**src/rtl/uart_tx_arb.sv**
```systemverilog
// Packet-level round-robin arbiter that shares one uart_tx among N requesters.
// Optional stall timeout on the grant holder is enabled with UART_ARB_TIMEOUT_EN.
module uart_tx_arb #(
  parameter int unsigned N       = 4,
  parameter int unsigned TIMEOUT = 1024
) (
  input  logic           clk,
  input  logic           rst,
  input  logic [N-1:0]   req,
  input  logic [8*N-1:0] data,
  input  logic [N-1:0]   last,
  output logic [N-1:0]   ack,
  output logic [N-1:0]   grant,
  output logic           busy,
  output logic           err,
  output logic           tx_wr_en,
  output logic [7:0]     tx_byte,
  input  logic           tx_empty
);

  localparam int unsigned W = (N > 1) ? $clog2(N) : 1;

  typedef enum logic [1:0] {S_IDLE, S_LOAD, S_SETTLE, S_WAIT} state_e;

  state_e         state_q, state_d;
  logic [N-1:0]   grant_q, grant_d;
  logic [W-1:0]   gidx_q, gidx_d;
  logic [W-1:0]   rr_q, rr_d;
  logic [N-1:0]   ack_q, ack_d;
  logic           tx_wr_en_q, tx_wr_en_d;
  logic [7:0]     tx_byte_q, tx_byte_d;
  logic           busy_q, busy_d;
  logic           last_q, last_d;
  logic           settle_q, settle_d;

  logic           found;
  logic [W-1:0]   pick;
  logic [W-1:0]   rr_next;

`ifdef UART_ARB_TIMEOUT_EN
  localparam int unsigned SW = $clog2(TIMEOUT + 1);
  logic [SW-1:0]  stall_q, stall_d;
  logic           err_q, err_d;
`endif

  // Round-robin search starting at rr_q, wrapping modulo N.
  always_comb begin
    int unsigned idx;
    idx   = 0;
    found = 1'b0;
    pick  = '0;
    for (int unsigned k = 0; k < N; k++) begin
      idx = (32'(rr_q) + k) % N;
      if (!found && req[idx]) begin
        found = 1'b1;
        pick  = W'(idx);
      end
    end
  end

  assign rr_next = (gidx_q == W'(N - 1)) ? '0 : gidx_q + W'(1);

  always_comb begin
    state_d    = state_q;
    grant_d    = grant_q;
    gidx_d     = gidx_q;
    rr_d       = rr_q;
    ack_d      = '0;
    tx_wr_en_d = 1'b0;
    tx_byte_d  = tx_byte_q;
    busy_d     = busy_q;
    last_d     = last_q;
    settle_d   = settle_q;
`ifdef UART_ARB_TIMEOUT_EN
    stall_d    = stall_q;
    err_d      = 1'b0;
`endif
    case (state_q)
      S_IDLE: begin
        if (found && tx_empty) begin
          grant_d       = '0;
          grant_d[pick] = 1'b1;
          gidx_d        = pick;
          busy_d        = 1'b1;
          state_d       = S_LOAD;
        end
      end
      S_LOAD: begin
        if (req[gidx_q]) begin
          tx_wr_en_d    = 1'b1;
          tx_byte_d     = data[{gidx_q, 3'b000} +: 8];
          ack_d[gidx_q] = 1'b1;
          last_d        = last[gidx_q];
          settle_d      = 1'b0;
          state_d       = S_SETTLE;
`ifdef UART_ARB_TIMEOUT_EN
          stall_d       = '0;
`endif
        end
`ifdef UART_ARB_TIMEOUT_EN
        else begin
          stall_d = stall_q + SW'(1);
          if (stall_d == SW'(TIMEOUT)) begin
            stall_d = '0;
            grant_d = '0;
            busy_d  = 1'b0;
            err_d   = 1'b1;
            rr_d    = rr_next;
            state_d = S_IDLE;
          end
        end
`endif
      end
      // Two fixed cycles so uart_tx has time to drop empty after the write.
      S_SETTLE: begin
        settle_d = 1'b1;
        if (settle_q) state_d = S_WAIT;
      end
      S_WAIT: begin
        if (tx_empty) begin
          if (last_q) begin
            grant_d = '0;
            busy_d  = 1'b0;
            rr_d    = rr_next;
            state_d = S_IDLE;
          end else begin
            state_d = S_LOAD;
          end
        end
      end
      default: state_d = S_IDLE;
    endcase
  end

  always_ff @(posedge clk or negedge rst) begin
    if (!rst) begin
      state_q    <= S_IDLE;
      grant_q    <= '0;
      gidx_q     <= '0;
      rr_q       <= '0;
      ack_q      <= '0;
      tx_wr_en_q <= 1'b0;
      tx_byte_q  <= '0;
      busy_q     <= 1'b0;
      last_q     <= 1'b0;
      settle_q   <= 1'b0;
`ifdef UART_ARB_TIMEOUT_EN
      stall_q    <= '0;
      err_q      <= 1'b0;
`endif
    end else begin
      state_q    <= state_d;
      grant_q    <= grant_d;
      gidx_q     <= gidx_d;
      rr_q       <= rr_d;
      ack_q      <= ack_d;
      tx_wr_en_q <= tx_wr_en_d;
      tx_byte_q  <= tx_byte_d;
      busy_q     <= busy_d;
      last_q     <= last_d;
      settle_q   <= settle_d;
`ifdef UART_ARB_TIMEOUT_EN
      stall_q    <= stall_d;
      err_q      <= err_d;
`endif
    end
  end

  assign ack      = ack_q;
  assign grant    = grant_q;
  assign busy     = busy_q;
  assign tx_wr_en = tx_wr_en_q;
  assign tx_byte  = tx_byte_q;
`ifdef UART_ARB_TIMEOUT_EN
  assign err      = err_q;
`else
  assign err      = 1'b0;
`endif

endmodule

```
**config.mk**
```make
export PLATFORM = sky130hd
export DESIGN_NAME = uart_tx_arb
export DESIGN_NICKNAME = d
export VERILOG_FILES = /design/src/rtl/uart_tx_arb.sv
export SDC_FILE = /design/constraint.sdc
export NUM_CORES = 1
export LEC_CHECK = 0
export BUFFER_PORTS_ARGS = -buffer_cell sky130_fd_sc_hd__buf_2
export CORE_AREA = 5 5 73 62
export DETAILED_ROUTE_END_ITERATION = 7
export DIE_AREA = 0 0 78 67
export PLACE_DENSITY = 0.72
export SLEW_MARGIN = 20
export SYNTH_ARGS = -nofsm -noshare
export SYNTH_HDL_FRONTEND = slang
export SYNTH_SLANG_ARGS = --single-unit
```
**constraint.sdc**
```tcl
create_clock -name clk -period 2.4 [get_ports clk]
set_input_delay 0.48 -clock clk [delete_from_list [all_inputs] [get_ports clk]]
set_output_delay 0.48 -clock clk [all_outputs]
set_load 0.01 [all_outputs]
```
==> results of run 1 <==
==> flip-flops by register name, indices dropped and copies added (netlist names) <==
name,count
last_q,1
ack,4
grant,4
gidx_q,2
tx_byte,8
busy,1
state_q,2
rr_q,2
tx_wr_en,1
settle_q,1
==> cell type report <==
type / count / area (sq um) / share of cell area
clock buffer: 4 / 55.05 / 0.02824
tap: 44 / 55.05 / 0.02824
multi-input combinational: 85 / 854.6 / 0.4384
timing repair buffer: 61 / 307.8 / 0.1579
inverter: 7 / 26.28 / 0.01348
sequential: 26 / 650.6 / 0.3338
==> where the power goes <==
group / internal [W] / total, W / switching (W)
registers: 0.000622 / 0.000784 / 0.000162
clock network: 0.000147 / 0.000284 / 0.000137
logic: 0.000625 / 0.00116 / 0.000535
==> final timing paths <==
| check | end | from | slack, ns | cells after the start |
|---|---|---|---|---|
| min | busy$_DFFE_PN0P_ | rst | 0.19 | 1 |
| min in group clk | grant[2]$_DFFE_PN0P_ | grant[2]$_DFFE_PN0P_ | 0.49 | 2 |
| max in group asynchronous | last_q$_DFFE_PN0P_ | rst | 1.82 | 1 |
| max reg2reg | state_q[1]$_DFFE_PN0P_ | gidx_q[1]$_DFFE_PN0P_ | 0.56 | 4 |
| min reg2reg | grant[2]$_DFFE_PN0P_ | grant[2]$_DFFE_PN0P_ | 0.49 | 2 |
| max | state_q[1]$_DFFE_PN0P_ | gidx_q[1]$_DFFE_PN0P_ | 0.56 | 4 |
==> cell usage after synthesis, drive strengths merged <==
cell type | n | area share
a211o | 1 | 0.0055
a21oi | 6 | 0.019
a22oi | 1 | 0.0047
a311oi | 1 | 0.0095
a31oi | 1 | 0.0040
a32o | 2 | 0.013
and2 | 1 | 0.0055
and3 | 4 | 0.019
and4 | 1 | 0.0071
buf | 3 | 0.025
conb | 1 | 0.0024
dfrtp | 26 | 0.41
dlymetal6s2s | 1 | 0.0079
ha | 8 | 0.063
inv | 7 | 0.017
mux2 | 11 | 0.10
mux2i | 1 | 0.0063
mux4 | 10 | 0.15
nand2 | 7 | 0.017
nand2b | 4 | 0.021
nand3 | 4 | 0.016
nor2 | 6 | 0.014
nor2b | 1 | 0.0040
nor4 | 2 | 0.0079
o21a | 1 | 0.0047
o21ai | 3 | 0.0095
o22a | 1 | 0.0055
o22ai | 1 | 0.0040
o2bb2ai | 1 | 0.0055
o31ai | 1 | 0.0047
o41ai | 3 | 0.017
or4 | 1 | 0.0047
==> layer usage <==
metal  global-route usage  up-vias  wire length, um
li1                     -      581                -
met1               0.1650      610             1471
met2               0.2458       30             2020
met3              0.03649        7              155
met4              0.05063        0               70
met5                    0        -                0
==> metrics by stage <==
stage | instances | instance area, sq um
after floorplan | 122 | 1583
after global placement | 223 | 1894
after detailed placement | 223 | 1894
after CTS | 227 | 1949
after global routing | 227 | 1949
final | 227 | 1949
==> cell families after synthesis <==
logic type / count (synthesis) / share of synthesized area
simple gates: 31 / 0.1154
flops: 26 / 0.4111
fa+ha+maj: 8 / 0.06324
buf+inv: 11 / 0.04902
mux: 22 / 0.2530
compound gates: 23 / 0.1059
other cells: 1 / 0.002369
==> worst reg2reg max path, stage by stage, from the launching register on <==
cell and delay, ns:
dfrtp_1 0.68, mux4_2 0.47, nand2b_4 0.18, nand3_1 0.10
mux2_1 0.31
==> flow_summary_export.csv, run 1 <==
group,metric,value,unit
clocking,root_buffer,"clkbuf_8",
worst_setup_path,worst-endpoint-arrival,2.01,ns
synthesis,synthesis.area,1583,sq um
hold_path,hp-class,"input pin to asynchronous set/reset pin",
clocking,post_cts_buffers,0,
global_routing,grt_pass1_wl,5.747,mm
clocking,cts_buffer_depth,2,
worst_setup_path,cp_max_fo,14,
route,first_pass_iters,4,
route,drtAntennaViolNets,0,
final_layout,nets,235,
worst_setup_path,critPathKind,"flip-flop to flip-flop",
clocking,clk_pin_slew_worst_paths,0.09,ns
timing,worstMarginPinSlew,0.6635,ns
clocking,cts_made_buffers,3,
global_routing,grt_pass1_vias,1236,
floorplanning,ios,62,
route,drt-total-wl,3.717,mm
final_layout,n_antenna_cell,0,
route,wire_per_inst,16.37,um
pwr,irDropWorstVdd,0.0005447,V
worst_setup_path,max_stage_delay,0.68,ns
place,pre_cts_slack,0.4621,ns
clocking,clock-sinks,26,
timing,timing.fmax,543.2,MHz
flow_run,maxCapViolCount,0,
timing,layout_setup_ws,0.5590,ns
worst_setup_path,path_buf_inv,0,
clocking,cts_resized,0,
timing,setup_viol,0,
final_layout,syn2layout_area_growth,23.16,%
route,routed_via_density,5.410,
timing,finalCritPeriodShare,0.7671,
final_layout,utilization,0.5299,
worst_setup_path,slowest_stage,"dfrtp_1",
global_routing,track_usage,0.1398,
floorplanning,die_w,78,um
clocking,holdBufCountCts,0,
timing,period_needed,1.841,ns
timing,final_hold_viol_count,0,
pwr,powerDensity,1142,nW/um^2
global_routing,grt-ovfl-total,0,
final_layout,layout-drive-gt1-share,0.5027,
synthesis,ys_types,39,
clocking,clk_latency,0.27,ns
place,dp.final_hpwl,3.021,mm
worst_setup_path,critPathLaunchType,"flip-flop",
timing,fin_skew,0.009676,ns
worst_setup_path,critPathCaptureType,"flip-flop",
floorplanning,dieArea,5226,sq um
pwr,p_leak,0.9732,nW
route,drt-initial-drc-count,54,
synthesis,synth-seq-area-share,0.4111,
route,vias,1228,
timing,rsz0062_at_grt,"false",
synthesis,syn_inst,122,
place,gp_congestion,0.9343,
synthesis,synth_seq_cells,26,
floorplanning,core-area,3679,sq um
place,port_buffers,60,
worst_setup_path,worstPathRequired,2.57,ns
timing,finalSetupTns,0,ns
floorplanning,start_util,0.4303,
synthesis,syn_area_per_cell,12.97,sq um
timing,final_max_slew_viol_count,0,
clocking,cts_tree,"built",
global_routing,antenna_found_initial,0,
synthesis,yosys_warnings,0,
floorplanning,die_y,67,um
worst_setup_path,cp_top_family,"multiplexers",
pwr,power,0.002227,W
timing,relSlewSlack,0.5536,
clocking,htreeDepth,1,
floorplanning,rows,20,
route,drc,0,
timing,holdWs,0.1881,ns
final_layout,mostFrequentLayoutCells,"buf_2, dfrtp_1, mux2_4, mux4_2, ha_1",
final_layout,nFillCells,328,
final_layout,layout_commonest_cell,"buf_2",
worst_setup_path,crit_path_cell_trace,"mux4_2, nand2b_4, nand3_1, mux2_1",
global_routing,grt_max_degree,27,
synthesis,syn-num-nets,173,
status,status,"complete, no violations",
Power figures use the tool's default switching activity.
==> run 2: changes to the inputs <==
CORE_AREA = 5 5 74 62   (was 5 5 73 62)
DIE_AREA = 0 0 79 67   (was 0 0 78 67)
PLACE_DENSITY = 0.74   (was 0.72)
clock period = 1.6 ns   (was 2.4 ns; I/O delays follow)
==> run 2 against run 1 <==
Effect of this change: combinational power rose by 75%; highest routed layer unchanged; hold slack got worse by 0.16 ns; fmax rose by 15%; critical endpoint is now tx_byte[5]$_DFFE_PN0P_; critical path type unchanged; sequential share of layout area fell by 2.3 points; non-clock buffer count rose by 16.
==> flow_summary_export.csv, run 2 (synthesis results as in run 1) <==
group,metric,value,unit
status,status,"complete, no violations",
global_routing,antenna_found_initial,0,
clocking,clk_latency,0.28,ns
pwr,irDropWorstVdd,0.0007681,V
timing,fin_skew,0.01126,ns
worst_setup_path,critPathCaptureType,"flip-flop",
clocking,cts_made_buffers,3,
timing,final_max_slew_viol_count,0,
flow_run,maxCapViolCount,0,
final_layout,syn2layout_area_growth,32.81,%
floorplanning,dieArea,5293,sq um
place,port_buffers,60,
clocking,cts_buffer_depth,2,
route,wire_per_inst,15.93,um
timing,relSlewSlack,0.6012,
final_layout,fin_cells,243,
pwr,powerDensity,1763,nW/um^2
clocking,root_buffer,"clkbuf_8",
worst_setup_path,worstPathRequired,1.76,ns
place,dp.final_hpwl,3.085,mm
global_routing,grt_max_degree,27,
clocking,clk_pin_slew_worst_paths,0.10,ns
place,place_inst,239,
route,drt-total-wl,3.872,mm
route,routed_via_density,5.218,
hold_path,hp-class,"input pin to asynchronous set/reset pin",
route,drtAntennaViolNets,0,
place,place_area,2024,sq um
pwr,p_leak,1.061,nW
global_routing,grt_pass1_wl,6.196,mm
timing,timing.fmax,626.2,MHz
pwr,switching_share,0.3524,
floorplanning,rows,20,
worst_setup_path,worst-endpoint-arrival,1.75,ns
clocking,cts_tree,"built",
final_layout,layout-drive-gt1-share,0.5729,
timing,finalCritPeriodShare,0.9981,
clocking,clock-sinks,26,
place,gp_congestion,0.8132,
final_layout,largest_reg_flops,8,
worst_setup_path,startpoint,"gidx_q[0]$_DFFE_PN0P_",
route,drc,0,
worst_setup_path,critPathLaunchType,"flip-flop",
global_routing,track_usage,0.1541,
timing,setup_viol,0,
floorplanning,core-area,3729,sq um
floorplanning,die_w,79,um
final_layout,final_area,2102,sq um
pwr,p_sw,0.001306,W
final_layout,layout_commonest_cell,"buf_2",
pwr,p_int,0.002400,W
timing,period_needed,1.597,ns
final_layout,nFillCells,310,
final_layout,utilization,0.5638,
clocking,htreeDepth,1,
worst_setup_path,r2r_start,"gidx_q[0]$_DFFE_PN0P_",
pwr,pwr-share-comb,0.546,
timing,rsz0062_at_grt,"true",
timing,finalSetupTns,0,ns
floorplanning,ios,62,
final_layout,nets,251,
final_layout,n_antenna_cell,0,
worst_setup_path,critPathKind,"flip-flop to flip-flop",
global_routing,grt-ovfl-total,0,
worst_setup_path,cp_max_fo,10,
floorplanning,start_util,0.4245,
timing,worstMarginPinSlew,0.5982,ns
floorplanning,die_y,67,um
pwr,clockPowerShare,0.148,
clocking,holdBufCountCts,0,
global_routing,grt_pass1_vias,1309,
route,vias,1268,
route,first_pass_iters,4,
timing,final_hold_viol_count,0,
final_layout,mostFrequentLayoutCells,"buf_2, dfrtp_1, buf_4, mux2_4, mux4_2",
route,drt-initial-drc-count,34,
pwr,p_seq_frac,0.306,
run 2: cell count changes in the layout (fill, tap and decap cells not counted), sizes merged:
| cell | change |
|---|---|
| buf | +16 |
| bufinv | +1 |
| clkbuf | -1 |
run 2: timing repair:
| action | 4_1_cts | 5_1_grt |
|---|---|---|
| resized for setup | 0 | 3 |
| buffers inserted | 0 | 0 |
| endpoints found under the setup margin | 3 | 16 |
run 2: final timing paths:
| check | to | slack, ns | depth (start not counted) |
|---|---|---|---|
| min in group clk | busy$_DFFE_PN0P_ | 0.40 | 3 |
| worst max register to register | tx_byte[5]$_DFFE_PN0P_ | 0.003 | 3 |
| worst min register to register | grant[0]$_DFFE_PN0P_ | 0.48 | 2 |
| worst max-delay path | tx_byte[5]$_DFFE_PN0P_ | 0.003 | 3 |
| worst min-delay path | busy$_DFFE_PN0P_ | 0.03 | 1 |
| max in group asynchronous | gidx_q[0]$_DFFE_PN0P_ | 1.13 | 1 |
run 2: cell type report:
class	instances	area [sq um]	share of cell area
clock buffers	3	41.29	0.01964
flip-flops and latches	26	653.1	0.3107
repair buffers	77	427.9	0.2036
well taps	44	55.05	0.02619
inverters	7	26.28	0.01250
multi-input cells	85	868.3	0.4131
clock inverters	1	30.03	0.01429
run 2: power by group through the flow:
stage               sequential [W]  clock, W  combinational (W)
detailed placement         0.00114         0            0.00203
global route               0.00118  0.000587            0.00221
finish                     0.00113  0.000547            0.00203
global placement           0.00114         0            0.00198
CTS                        0.00113  0.000562            0.00204
floorplan                  0.00122         0            0.00131
run 2: routing by layer:
layer | vias to the layer above | track usage | routed length (um)
li1 | 621 | - | -
met1 | 606 | 0.1941 | 1623
met2 | 31 | 0.2563 | 2030
met3 | 10 | 0.02568 | 116
met4 | 0 | 0.07725 | 102
met5 | - | 0 | 0
run 2: metrics by stage:
step | total power (W) | worst slack [ns] | hold slack, ns
after floorplan | 0.002529 | -0.1418 | 0.02441
after global placement | 0.003117 | -0.005799 | 0.3507
after detailed placement | 0.003162 | -0.03785 | 0.3590
after CTS | 0.003732 | -0.006308 | 0.05439
after global routing | 0.003974 | -0.03780 | 0.06954
final | 0.003706 | 0.003064 | 0.03245
run 2: worst max-delay path: stages (launching register included):
cell and delay, ns:
dfrtp_2 0.40, mux4_2 0.55, and2_4 0.23, mux2_4 0.31
==> run 3: changes to the inputs <==
ABC_AREA = 1   (was unset)
CORE_AREA = 5 5 75 64   (was 5 5 74 62)
DIE_AREA = 0 0 80 69   (was 0 0 79 67)
PLACE_DENSITY = 0.75   (was 0.74)
==> run 3 against run 2 <==
Effect of this change: fmax is 0.89% higher; highest routed layer unchanged; worst setup slack better by 0.014 ns; largest power group unchanged; critical path depth rose by 8; design area grew 6.4%.
==> flow_summary_export.csv, run 3 <==
group,metric,value,unit
clocking,clk_pin_slew_worst_paths,0.09,ns
global_routing,grt-ovfl-total,0,
floorplanning,ios,62,
synthesis,yosysMostFrequentCell,"nand2_1",
worst_setup_path,regToRegSetupSlack,0.02,ns
route,drc,0,
synthesis,synth_edf_count,0,
clocking,cts_made_buffers,3,
timing,period_needed,1.583,ns
global_routing,track_usage,0.1500,
pwr,p_leak,1.241,nW
timing,relSlewSlack,0.6395,
route,routed_via_density,4.768,
floorplanning,dieArea,5520,sq um
timing,finalCritPeriodShare,0.9893,
timing,final_max_slew_viol_count,0,
timing,setup_viol,0,
final_layout,largest_reg_flops,8,
synthesis,ys_top_cells_by_area,"dfrtp_1, nand2_1, o21ai_0",
pwr,irDropWorstVdd,0.0006738,V
global_routing,grt_pass1_vias,1564,
pwr,powerDensity,1925,nW/um^2
worst_setup_path,cp_max_fo,8,
floorplanning,rows,21,
final_layout,layout-drive-gt1-share,0.3633,
pwr,p_seq_frac,0.268,
floorplanning,start_util,0.4289,
final_layout,nFillCells,392,
final_layout,syn2layout_area_growth,30.53,%
worst_setup_path,slowest_stage,"dfrtp_2",
timing,final_hold_viol_count,0,
global_routing,antenna_found_initial,0,
global_routing,grt_max_degree,27,
route,vias,1702,
clocking,root_buffer,"clkbuf_8",
worst_setup_path,critPathLaunchType,"flip-flop",
timing,fin_skew,0.004923,ns
worst_setup_path,r2r_start,"rr_q[0]$_DFFE_PN0P_",
final_layout,mostFrequentLayoutCells,"nand2_1, buf_2, o21ai_0, dfrtp_1, nor2_1",
floorplanning,die_w,80,um
timing,holdWs,0.02232,ns
route,wire_per_inst,11.41,um
clocking,holdBufCountCts,0,
floorplanning,core-area,3994,sq um
worst_setup_path,critPathKind,"flip-flop to flip-flop",
floorplanning,die_y,69,um
status,status,"complete, no violations",
route,first_pass_iters,6,
pwr,switching_share,0.5006,
final_layout,n_antenna_cell,0,
clocking,cts_tree,"built",
worst_setup_path,crit_top_cell,"nand2_4",
synthesis,synth_common_cells,"nand2_1, o21ai_0, dfrtp_1, nor2_1, inv_1",
worst_setup_path,worstPathRequired,1.77,ns
worst_setup_path,r2r_end,"grant[1]$_DFFE_PN0P_",
synthesis,yosys.area.top_type_share,0.3798,
synthesis,synth-seq-area-share,0.3798,
global_routing,grt_pass1_wl,6.665,mm
place,gp_congestion,0.8689,
pwr,p_int,0.002149,W
timing,timing.fmax,631.8,MHz
worst_setup_path,max_stage_delay,0.46,ns
flow_run,maxCapViolCount,0,
place,dp.final_hpwl,3.170,mm
clocking,clk_latency,0.27,ns
route,drt-total-wl,4.075,mm
worst_setup_path,critPathCaptureType,"flip-flop",
synthesis,synthesis.area,1713,sq um
synthesis,yosys.area.top_type,"dfrtp_1",
synthesis,syn_area_per_cell,7.167,sq um
pwr,p_sw,0.002155,W
worst_setup_path,crit_path_cell_trace,"clkinv_4, nand2_2, nand2_4, nand2_4, nand2_4, nor2_8, nand3_4, nand4_1, inv_1, nand3_1, nand2_1",
timing,worstMarginPinSlew,0.5408,ns
clocking,clock-sinks,26,
synthesis,ys_types,27,
route,drtAntennaViolNets,0,
synthesis,syn-num-nets,290,
worst_setup_path,reg2regPathDepth,11,
synthesis,synth_seq_cells,26,
final_layout,nets,353,
synthesis,syn_inst,239,
worst_setup_path,worst-endpoint-arrival,1.75,ns
place,port_buffers,60,
pwr,clockPowerShare,0.084,
clocking,htreeDepth,1,
route,drt-initial-drc-count,87,
timing,rsz0062_at_grt,"true",
hold_path,hp-class,"input pin to asynchronous set/reset pin",
clocking,cts_buffer_depth,2,
pwr,pwr-share-comb,0.648,
synthesis,async_flop_share,1.000,
synthesis,yosys_warnings,0,
pwr,power,0.004304,W
synthesis,synthFlopType,"dfrtp_1",
-- run 3: changes by cell type in the layout (fill, tap and decap cells not counted), moves of 4 or more --
cell | before | now
nand2_1 | 7 | 60
o21ai_0 | 3 | 28
nor2_1 | 6 | 23
inv_1 | 7 | 21
nand2_2 | 0 | 13
buf_4 | 17 | 6
mux2_4 | 10 | 0
mux4_2 | 8 | 0
nand2_4 | 0 | 8
o22ai_1 | 1 | 9
nand3_1 | 2 | 8
nand3_2 | 2 | 7
a21oi_1 | 6 | 2
and3_2 | 4 | 0
-- run 3: logic make-up (layout without fill, tap and decap cells) --
logic type / count (synthesis) / in the layout / synth area share
buffers and inverters: 34 / 95 / 0.08546
adder cells (fa/ha/maj): 8 / 8 / 0.05844
flip-flops: 26 / 26 / 0.3798
AO/OA/AOI/OAI: 46 / 46 / 0.1432
AND/OR/NAND/NOR: 124 / 124 / 0.3309
other: 1 / 1 / 0.002189
-- run 3: per-layer routing --
layer  share of wire  routed length, um  up-vias  global-route usage
met5               0                  0        -                   0
met1            0.44               1808      745              0.1919
met4           0.013                 51        0             0.05441
li1                -                  -      888                   -
met3           0.091                371        5             0.04948
met2            0.45               1844       64              0.2344
-- run 3: critical path, delay by kind of cell (launching register included) --
kind | cells | cell delay [ns]
flops | 1 | 0.46
simple gates | 9 | 0.78
buf+inv | 2 | 0.23
-- run 3: power groups by stage --
stage	Sequential (W)	Combinational, W	Clock, W
after global routing	0.00119	0.00316	0.000403
after CTS	0.00115	0.00251	0.000371
after detailed placement	0.00115	0.00251	0
after global placement	0.00114	0.00246	0
after floorplan	0.00118	0.00182	0
final	0.00115	0.00279	0.000363
-- run 3: how the worst max path moves through the flow --
stage | start | endpoint
after floorplan | rr_q[0]$_DFFE_PN0P_ | grant[1]$_DFFE_PN0P_
after global placement | rr_q[0]$_DFFE_PN0P_ | grant[0]$_DFFE_PN0P_
after detailed placement | rr_q[0]$_DFFE_PN0P_ | grant[1]$_DFFE_PN0P_
after CTS | rr_q[0]$_DFFE_PN0P_ | grant[1]$_DFFE_PN0P_
after global routing | rr_q[0]$_DFFE_PN0P_ | grant[1]$_DFFE_PN0P_
final | rr_q[0]$_DFFE_PN0P_ | grant[1]$_DFFE_PN0P_
-- run 3: final cells by class --
| class | instances | area (sq um) | area share |
|---|---|---|---|
| flip-flops and latches | 26 | 653.1 | 0.2921 |
| clock buffers | 3 | 41.29 | 0.01847 |
| repair buffers | 67 | 365.4 | 0.1634 |
| well taps | 57 | 71.32 | 0.03190 |
| multi-input cells | 179 | 1006 | 0.4499 |
| inverters | 25 | 98.84 | 0.04421 |
-- run 3: through the flow --
stage | utilization | TNS, ns | setup WS [ns] | instances | area (sq um)
global route | 0.5598 | -0.3826 | -0.1028 | 357 | 2236
global placement | 0.5226 | 0 | 0.07667 | 352 | 2087
floorplan | - | 0 | 0.1751 | 239 | 1713
detailed placement | 0.5226 | -0.00007117 | -0.00007117 | 352 | 2087
CTS | 0.5332 | 0 | 0.03661 | 355 | 2130
finish | 0.5598 | 0 | 0.01711 | 357 | 2236
-- run 3: timing repair --
| action | 4_1_cts | 5_1_grt |
|---|---|---|
| gates resized for setup | 1 | 28 |
| pin swaps | 0 | 6 |
| endpoints found under the setup margin | 1 | 16 |
| buffers inserted | 0 | 2 |
